## config.mk

```make
export PLATFORM = sky130hd
export DESIGN_NAME = data_capture_multi
export DESIGN_NICKNAME = d
export VERILOG_FILES = /design/src/rtl/data_capture_multi.sv
export SDC_FILE = /design/constraint.sdc
export NUM_CORES = 2
export LEC_CHECK = 0
export ABC_CLOCK_PERIOD_IN_PS = 7700
export CAP_MARGIN = 20
export CORE_ASPECT_RATIO = 1.25
export CORE_UTILIZATION = 56
export DETAILED_ROUTE_END_ITERATION = 10
export PLACE_DENSITY = 0.71
export REMOVE_ABC_BUFFERS = 1
export SLEW_MARGIN = 20
export SYNTH_ARGS = -nofsm -noshare
export SYNTH_HDL_FRONTEND = slang
export SYNTH_SLANG_ARGS = --single-unit
export TNS_END_PERCENT = 10
```

## constraint.sdc

```tcl
create_clock -name clk -period 7.7 [get_ports clk]
set_input_delay 1.54 -clock clk [delete_from_list [all_inputs] [get_ports clk]]
set_output_delay 1.54 -clock clk [all_outputs]
set_load 0.05 [all_outputs]
```

## src/rtl/data_capture_multi.sv

```systemverilog
// data_capture_multi: multi-event pre/post-trigger sample capture with valid/ready readout.
module data_capture_multi #(
  parameter int DATA_WIDTH = 8,
  parameter int OUT_WIDTH = 16,
  parameter int DEPTH = 128,
  parameter int PRE_TRIG = 16,
  parameter int NUM_EVENTS = 4
) (
  input  logic clk,
  input  logic rst_n,
  input  logic arm,
  input  logic abort,
  input  logic sample_en,
  input  logic [DATA_WIDTH-1:0] din,
  input  logic trig,
  output logic [OUT_WIDTH-1:0] dout,
  output logic dout_valid,
  input  logic dout_ready,
  output logic dout_last,
  output logic busy,
  output logic [$clog2(NUM_EVENTS+1)-1:0] events_captured,
  output logic data_ready_to_read
);
  localparam int AW = $clog2(DEPTH);
  localparam int EW = NUM_EVENTS > 1 ? $clog2(NUM_EVENTS) : 1;
  localparam int MW = $clog2(NUM_EVENTS*DEPTH);
  localparam int CW = AW + 1;
  localparam logic [CW-1:0] PRE_LAST = CW'(PRE_TRIG - 1);
  localparam logic [CW-1:0] POST_LAST = CW'(DEPTH - PRE_TRIG - 1);
  localparam logic [EW-1:0] EV_LAST = EW'(NUM_EVENTS - 1);
  localparam logic [AW-1:0] PT = AW'(PRE_TRIG);
  localparam logic [AW-1:0] WLAST = AW'(DEPTH - 1);
  typedef enum logic [2:0] {IDLE, PREFILL, WAIT_TRIG, POST, NEXT, READOUT} state_t;
  state_t state;
  logic [DATA_WIDTH-1:0] mem [NUM_EVENTS*DEPTH];
  logic [DATA_WIDTH-1:0] rdata;
  logic [AW-1:0] wp, rcnt;
  logic [AW-1:0] start [NUM_EVENTS];
  logic [CW-1:0] cnt, post;
  logic [EW-1:0] ev, rev;
  logic trig_q, rdone, rise, we, re;
  logic [MW-1:0] waddr, raddr;
  always_comb begin
    rise = trig & ~trig_q;
    we = sample_en && (state == PREFILL || state == WAIT_TRIG || state == POST);
    re = state == READOUT && !abort && !rdone && (!dout_valid || dout_ready);
    waddr = MW'(ev) * MW'(DEPTH) + MW'(wp);
    raddr = MW'(rev) * MW'(DEPTH) + MW'(AW'(start[rev] + rcnt));
  end
  assign dout = dout_valid ? OUT_WIDTH'(rdata) : '0;
  assign busy = state != IDLE;
  assign data_ready_to_read = state == READOUT;
  // rdata doubles as the output register; it only advances when the consumer can take a word
  always_ff @(posedge clk) begin
    if (we) mem[waddr] <= din;
    if (re) rdata <= mem[raddr];
  end
  always_ff @(posedge clk or negedge rst_n) begin
    if (!rst_n) begin
      state <= IDLE;
      trig_q <= 1'b0;
      wp <= '0;
      rcnt <= '0;
      cnt <= '0;
      post <= '0;
      ev <= '0;
      rev <= '0;
      rdone <= 1'b0;
      dout_valid <= 1'b0;
      dout_last <= 1'b0;
      events_captured <= '0;
      for (int i = 0; i < NUM_EVENTS; i++) start[i] <= '0;
    end else begin
      trig_q <= trig;
      if (abort) begin
        state <= IDLE;
        wp <= '0;
        rcnt <= '0;
        cnt <= '0;
        post <= '0;
        ev <= '0;
        rev <= '0;
        rdone <= 1'b0;
        dout_valid <= 1'b0;
        dout_last <= 1'b0;
        events_captured <= '0;
      end else begin
        case (state)
          IDLE: if (arm) begin
            state <= PRE_TRIG == 0 ? WAIT_TRIG : PREFILL;
            ev <= '0;
            wp <= '0;
            cnt <= '0;
          end
          PREFILL: if (sample_en) begin
            wp <= wp + 1'b1;
            cnt <= cnt + 1'b1;
            if (cnt == PRE_LAST) state <= WAIT_TRIG;
          end
          WAIT_TRIG: if (sample_en) begin
            wp <= wp + 1'b1;
            if (rise) begin
              start[ev] <= wp - PT;
              post <= CW'(1);
              state <= POST_LAST == '0 ? NEXT : POST;
            end
          end
          POST: if (sample_en) begin
            wp <= wp + 1'b1;
            post <= post + 1'b1;
            if (post == POST_LAST) state <= NEXT;
          end
          NEXT: begin
            ev <= ev == EV_LAST ? '0 : ev + 1'b1;
            wp <= '0;
            cnt <= '0;
            events_captured <= events_captured + 1'b1;
            if (ev == EV_LAST) begin
              state <= READOUT;
              rev <= '0;
              rcnt <= '0;
              rdone <= 1'b0;
            end else state <= PRE_TRIG == 0 ? WAIT_TRIG : PREFILL;
          end
          READOUT: if (dout_valid && dout_ready && rdone) begin
            state <= IDLE;
            dout_valid <= 1'b0;
            dout_last <= 1'b0;
            rdone <= 1'b0;
            events_captured <= '0;
          end else if (re) begin
            dout_valid <= 1'b1;
            dout_last <= rcnt == WLAST;
            rcnt <= rcnt + 1'b1;
            if (rcnt == WLAST) begin
              if (rev == EV_LAST) rdone <= 1'b1;
              else rev <= rev + 1'b1;
            end
          end
          default: state <= IDLE;
        endcase
      end
    end
  end
endmodule
```

# Word-level counts from Yosys, hierarchy flattened
# Memories as Yosys holds them, arrays and structs flattened. A register that Yosys moved wholly into a read port is not among the register bits.
# Index checks and enable logic that the tools add are counted.
dict set report word_totals {
  reg_bits 72
  ram_bits 4096
  input_bits 15
  output_inout_bits 23
  mem_count 1
}
dict set report op_classes {
  n_addsub 11
  order_cmp 3
  n_eq_ne 27
  mux 66
  bitwise_logic 5
  n_reduce_logical 34
}
# memory words width read_ports rd_clocked_by_memory_dff write_ports line
set memory_table {}
lappend memory_table {mem 512 8 1 1 1 35} ;# logic [DATA_WIDTH-1:0] mem [NUM_EVENTS*DEPTH];
# operator count
set op_table {}
lappend op_table {{7-bit two-way mux} 10}
lappend op_table {{8-bit two-way mux} 8}
lappend op_table {{3-bit two-way mux} 11}
lappend op_table {{28-bit bitwise mux} 1}
lappend op_table {{3-bit != test (second input constant)} 8}
lappend op_table {{8-bit one-hot mux with 3 select lines} 1}
lappend op_table {{7-bit one-hot mux with 3 select lines} 1}
lappend op_table {{9-bit by 7-bit adder with 9-bit output} 2}
lappend op_table {{2-bit two-way mux} 9}
lappend op_table {{3-bit one-hot mux with 6 select lines} 1}
lappend op_table {{8-bit by 1-bit adder with 8-bit output (second input constant)} 2}
lappend op_table {{1-bit two-way mux} 16}
lappend op_table {{8-bit one-hot mux with 2 select lines} 1}
lappend op_table {{3-bit by 2-bit != test with 1-bit output (second input constant)} 5}
lappend op_table {{3-bit nonzero test} 5}
lappend op_table {{7-bit by 1-bit adder with 7-bit output (second input constant)} 2}
lappend op_table {{7-bit binary-select mux with 2-bit select} 1}
lappend op_table {{7-bit demux with 2-bit select} 1}
lappend op_table {{7-bit one-hot mux with 2 select lines} 1}
lappend op_table {{4-bit by 2-bit != test with 1-bit output (second input constant)} 3}
lappend op_table {{4-bit AND reduction} 3}
lappend op_table {{8-bit by 4-bit == test with 1-bit output (second input constant)} 1}
lappend op_table {{8-bit by 7-bit == test with 1-bit output (second input constant)} 1}
lappend op_table {{2-bit one-hot mux with 2 select lines} 2}
lappend op_table {{29 further kinds} 50}

# Longest topological paths before layout
dict set report depth {
  depth_word 8
  mapped_depth 19
  mapped_depth_nobuf 13
}

# Worst setup path before layout
# OpenSTA, ideal clock, no wires.
dict set report synth_path {
  path_type {reg-to-reg}
  startpoint {register rev[0]}
  endpoint {register rdata[1] (read register of mem), data pin}
  t_arrival_ns 4.286
  setup_slack_ns 3.157
  path_stages_with_launch 18
  path_buffers 6
  period_less_slack_ns 4.543
  cell_sequence {dfrtp_1 > buf_2 > buf_1 > mux4_2 > ha_1 > inv_1 > fa_1 > buf_2 > buf_2 > buf_2 > buf_1 > mux4_2 > mux4_2 > mux2i_1 > nor3_1 > a311oi_1 > nand4_1 > o2bb2ai_1}
}
dict set report synth_via {
  elab_chain_len 6
}
# item line
set synth_rtl {}
lappend synth_rtl {{start, declared} 40} ;# logic [EW-1:0] ev, rev;
lappend synth_rtl {{start signal, assigned} 137} ;# else rev <= rev + 1'b1;
lappend synth_rtl {{2-bit NOT with 3-bit output (not written as such)} 48} ;# raddr = MW'(rev) * MW'(DEPTH) + MW'(AW'(start[rev] + rcnt));
lappend synth_rtl {{7-bit binary-select mux with 2-bit select} 48}
lappend synth_rtl {{7-bit two-way mux (not written as such) (2 in a row)} 48}
lappend synth_rtl {{7-bit adder} 48}
lappend synth_rtl {{9-bit by 7-bit adder with 9-bit output (*)} 48}
lappend synth_rtl {{end, declared} 36} ;# logic [DATA_WIDTH-1:0] rdata;
# Mark *: on every way between the ends. The rest lies on a longest branch, timed or not. The select of a mux whose other input is x is not followed.
# A chain may end at the register's enable or synchronous reset.

# Worst setup path in the final report
dict set report layout_path {
  startpoint {register rev[0]}
  endpoint {register rdata[2] (read register of mem), data pin}
}
# Same word-level chain as after synthesis.

==> metrics <==
run status complete, no violations; fraction of registers with async set/reset 1.72%; DRC viols 0; post-route standard cell area excluding fillers 180000 sq um; Final HPWL DP 231 mm; Layout area overhead 10.8%; number of clock sinks 4176; path category of the worst min-delay check flop to flop; maximum achievable frequency 157 MHz; Die ar. 293000 sq um; total power consumption of the routed design 50.6 mW; Detail Route met3 WL 35.9 mm; area post-placement 168000 sq um; data arrival at the endpoint of the critical path 6.97 ns; summed negative setup slack over all endpoints 0 ns; number of H-tree levels 5; initial antenna violation count 13; final core occ 62.6%; top layer reached by signal wires met5; initial core utilization 56.5%; number of clock buffers inserted by TritonCTS 384; number of warnings printed during yosys synthesis 0; synthesized instance count 7312; number of resized instances in the post-cts repair step 0; number of primary I/O pins 38; normalized max-slew margin 7.47%; most frequent standard cell in the layout excluding fill and tap cells sky130_fd_sc_hd__edfxtp_1; number of hold buffers added after CTS 0; buffer cell driving the clock tree root sky130_fd_sc_hd__clkbuf_16; post-synthesis area per instance 22.3 sq um; number of global-route vias before repair 78100; number of buffer and inverter stages on the critical path 3; clock tree from TritonCTS yes; commonest non-fill, non-tap cells in the layout sky130_fd_sc_hd__edfxtp_1, sky130_fd_sc_hd__mux4_2, sky130_fd_sc_hd__nor2_1, sky130_fd_sc_hd__clkbuf_16, sky130_fd_sc_hd__nand2_1; area of the mapped netlist 163000 sq um; count of antenna-violating nets left after detailed routing 0; kind of critical path flop to flop; share of the synthesized area in the top cell type 75.7%; Leak 55.4 nW; overall routed net length 396 mm; max-capacitance violation count 0; Die H 605 microns; number of nets in the layout 7487; RSZ-0062 raised after global routing no; kind of launch point of the worst setup path flop; first-pass iteration count of the detailed router 6; Vias per Instance 6.69; count of distinct cell types in the synthesized netlist 68; post-synthesis sequential element count 4176; final period demand of the worst path 6.35 ns; pin count of the biggest net entering global routing 206; width of the chip 484 microns; dominant cells by area after synthesis sky130_fd_sc_hd__edfxtp_1, sky130_fd_sc_hd__mux4_2, sky130_fd_sc_hd__nor2_1; Final Wtd Congestion 0.867; num rows 220; total number of vias 77200; worst voltage drop across the vdd grid 0.327 mV; Skew-Pair Late Insertion Delay 0.91 ns; dominant synthesized flop cell sky130_fd_sc_hd__edfxtp_1; PortBufs 29; worst slew pin tran 1.39 ns; kind of cell adding the most delay to the critical path compound AO/OA/AOI/OAI gates; Iter 0 DRT Violations 9995; maximum fanout along the worst path 26; CTS clock-pin slew for the worst setup and hold paths 0.06 ns; All-Layer GR Usage 27.2%; area inside the core boundary 288000 sq um; Worst setup EP type flop; global-route wire length before repair 569 mm; routed length on met2 200 mm; count of flip-flops with a built-in enable after synthesis 4104; fraction of final layout cells sized beyond drive strength 1 26.0%; final critical-path setup slack 1.35 ns; mean routed wirelength per cell 34.3 microns; final hold violation count 0; Slew Viols, Final 0; standard cell with the maximum stage delay on the critical path sky130_fd_sc_hd__dfrtp_2; final cycle utilization of the critical path 82.5%; CP cell instances mux4_2 > ha_1 > o21ai_0 > nor2_1 > or2_4 > buf_12 > buf_4 > buf_4 > mux4_2 > and3_1 > a31oi_1 > a31oi_1 > o21ai_0 > o221ai_1; peak per-stage delay on the critical path 0.74 ns; PD cells 281 nW/um^2; data required time at the worst endpoint 8.32 ns; post-synthesis cell type with the largest combined area sky130_fd_sc_hd__edfxtp_1; Post-CTS Repair Setup Buffers 0; total congestion overflow 0; Routed met1 length 142 mm; Fill cells 18600; worst slack after detailed placement 1.29 ns; worst setup skew after layout 0.0522 ns; sequential share of the synthesized area 76.9%; buffers from clock root to sink, at most 4; # setup viols final 0
layer usage:
| layer | vias up | track usage (%) |
|---|---|---|
| li1 | 30900 | - |
| met1 | 41300 | 36.4 |
| met2 | 4227 | 45.1 |
| met3 | 753 | 4.38 |
| met4 | 6 | 11.5 |
| met5 | - | 0 |
cells by family (layout without fill, tap and decap cells):
family	count (synthesis)	after routing	synth area share, %
DFF	4176	4176	76.9
muxes	1300	1300	17.7
and+or+nand+nor	1085	1085	2.81
buffers and inverters	472	910	1.41
AOI/OAI and AO/OA	232	232	0.952
adders and majority gates	25	25	0.197
xor gates and xnor gates	21	21	0.118
other	1	16	0.00230
state kept, by name, summed over array words and instances (netlist names), 3 cells and up:
| signal | cells |
|---|---|
| start | 28 |
| events_captured | 3 |
| state | 3 |
| wp | 7 |
| rcnt | 7 |
| cnt | 8 |
| mem | 4096 |
| rdata | 8 |
| post | 8 |
cells in the mapped netlist (3+ instances only):
master,number
sky130_fd_sc_hd__a211oi_1,37
sky130_fd_sc_hd__xnor2_1,7
sky130_fd_sc_hd__o22ai_1,28
sky130_fd_sc_hd__o31ai_1,6
sky130_fd_sc_hd__edfxtp_1,4104
sky130_fd_sc_hd__nand2b_1,8
sky130_fd_sc_hd__a22oi_1,3
sky130_fd_sc_hd__nand3_1,63
sky130_fd_sc_hd__or3_1,6
sky130_fd_sc_hd__o21ai_0,49
sky130_fd_sc_hd__xor2_1,13
sky130_fd_sc_hd__clkbuf_1,218
sky130_fd_sc_hd__nor2_1,573
sky130_fd_sc_hd__and2_1,41
sky130_fd_sc_hd__nand4b_1,4
sky130_fd_sc_hd__dfrtp_1,72
sky130_fd_sc_hd__buf_2,123
sky130_fd_sc_hd__nor3_1,22
sky130_fd_sc_hd__mux2_2,8
sky130_fd_sc_hd__inv_1,19
sky130_fd_sc_hd__nor4_1,13
sky130_fd_sc_hd__ha_1,24
sky130_fd_sc_hd__buf_4,62
sky130_fd_sc_hd__a311oi_1,7
sky130_fd_sc_hd__buf_1,31
sky130_fd_sc_hd__a21oi_1,21
sky130_fd_sc_hd__nor2b_1,8
sky130_fd_sc_hd__mux4_2,1255
sky130_fd_sc_hd__nand2_1,281
sky130_fd_sc_hd__buf_6,17
sky130_fd_sc_hd__mux2i_1,37
sky130_fd_sc_hd__and2_0,3
sky130_fd_sc_hd__a31oi_1,47
sky130_fd_sc_hd__nand4_1,24
sky130_fd_sc_hd__and3_1,28
sky130_fd_sc_hd__a2111oi_0,9
per-stage QoR:
step | std cells | hold slack [ns]
after global routing | 11500 | 0.508
after CTS | 11500 | 0.485
after floorplan | 6866 | 0.445
after detailed placement | 10800 | 0.471
final | 11500 | 0.484
after global placement | 10800 | 0.457
power by group:
group	internal [mW]	total [mW]	switching, mW
Combinational	2.69	6.64	3.95
Sequential	25.0	25.0	0.0367
Clock	10.7	18.9	8.21
Total	38.4	50.6	12.2
worst min-delay path, stage by stage, from the launching register on:
cell	delay, ns
sky130_fd_sc_hd__dfrtp_1	0.35
sky130_fd_sc_hd__nand2_1	0.05
sky130_fd_sc_hd__o21ai_0	0.06
layout make-up:
cell class	count	area, sq um	area share, %
multi-input cells	2671	35700	19.8
clock inverters	226	2200	1.22
well taps	3774	4720	2.62
flip-flops and latches	4176	125000	69.4
inverters	19	71.3	0.0396
repair buffers	195	2450	1.36
diodes	8	20.0	0.0111
clock buffers	470	10100	5.60
final timing paths:
kind | start | to | slack, ns | depth (start not counted)
setup / recovery | rev[0]$_DFFE_PN0P_ | rdata[2]$_DFFE_PP_ | 1.35 | 14
hold / removal | start[22]$_DFFE_PN0P_ | start[22]$_DFFE_PN0P_ | 0.48 | 2
setup reg to reg | rev[0]$_DFFE_PN0P_ | rdata[2]$_DFFE_PP_ | 1.35 | 14
hold reg to reg | start[22]$_DFFE_PN0P_ | start[22]$_DFFE_PN0P_ | 0.48 | 2
max in group asynchronous | rst_n | cnt[4]$_DFFE_PN0P_ | 6.27 | 1
min in group asynchronous | rst_n | start[4]$_DFFE_PN0P_ | 0.75 | 1
Note: power is estimated with default switching activity, not from simulation.
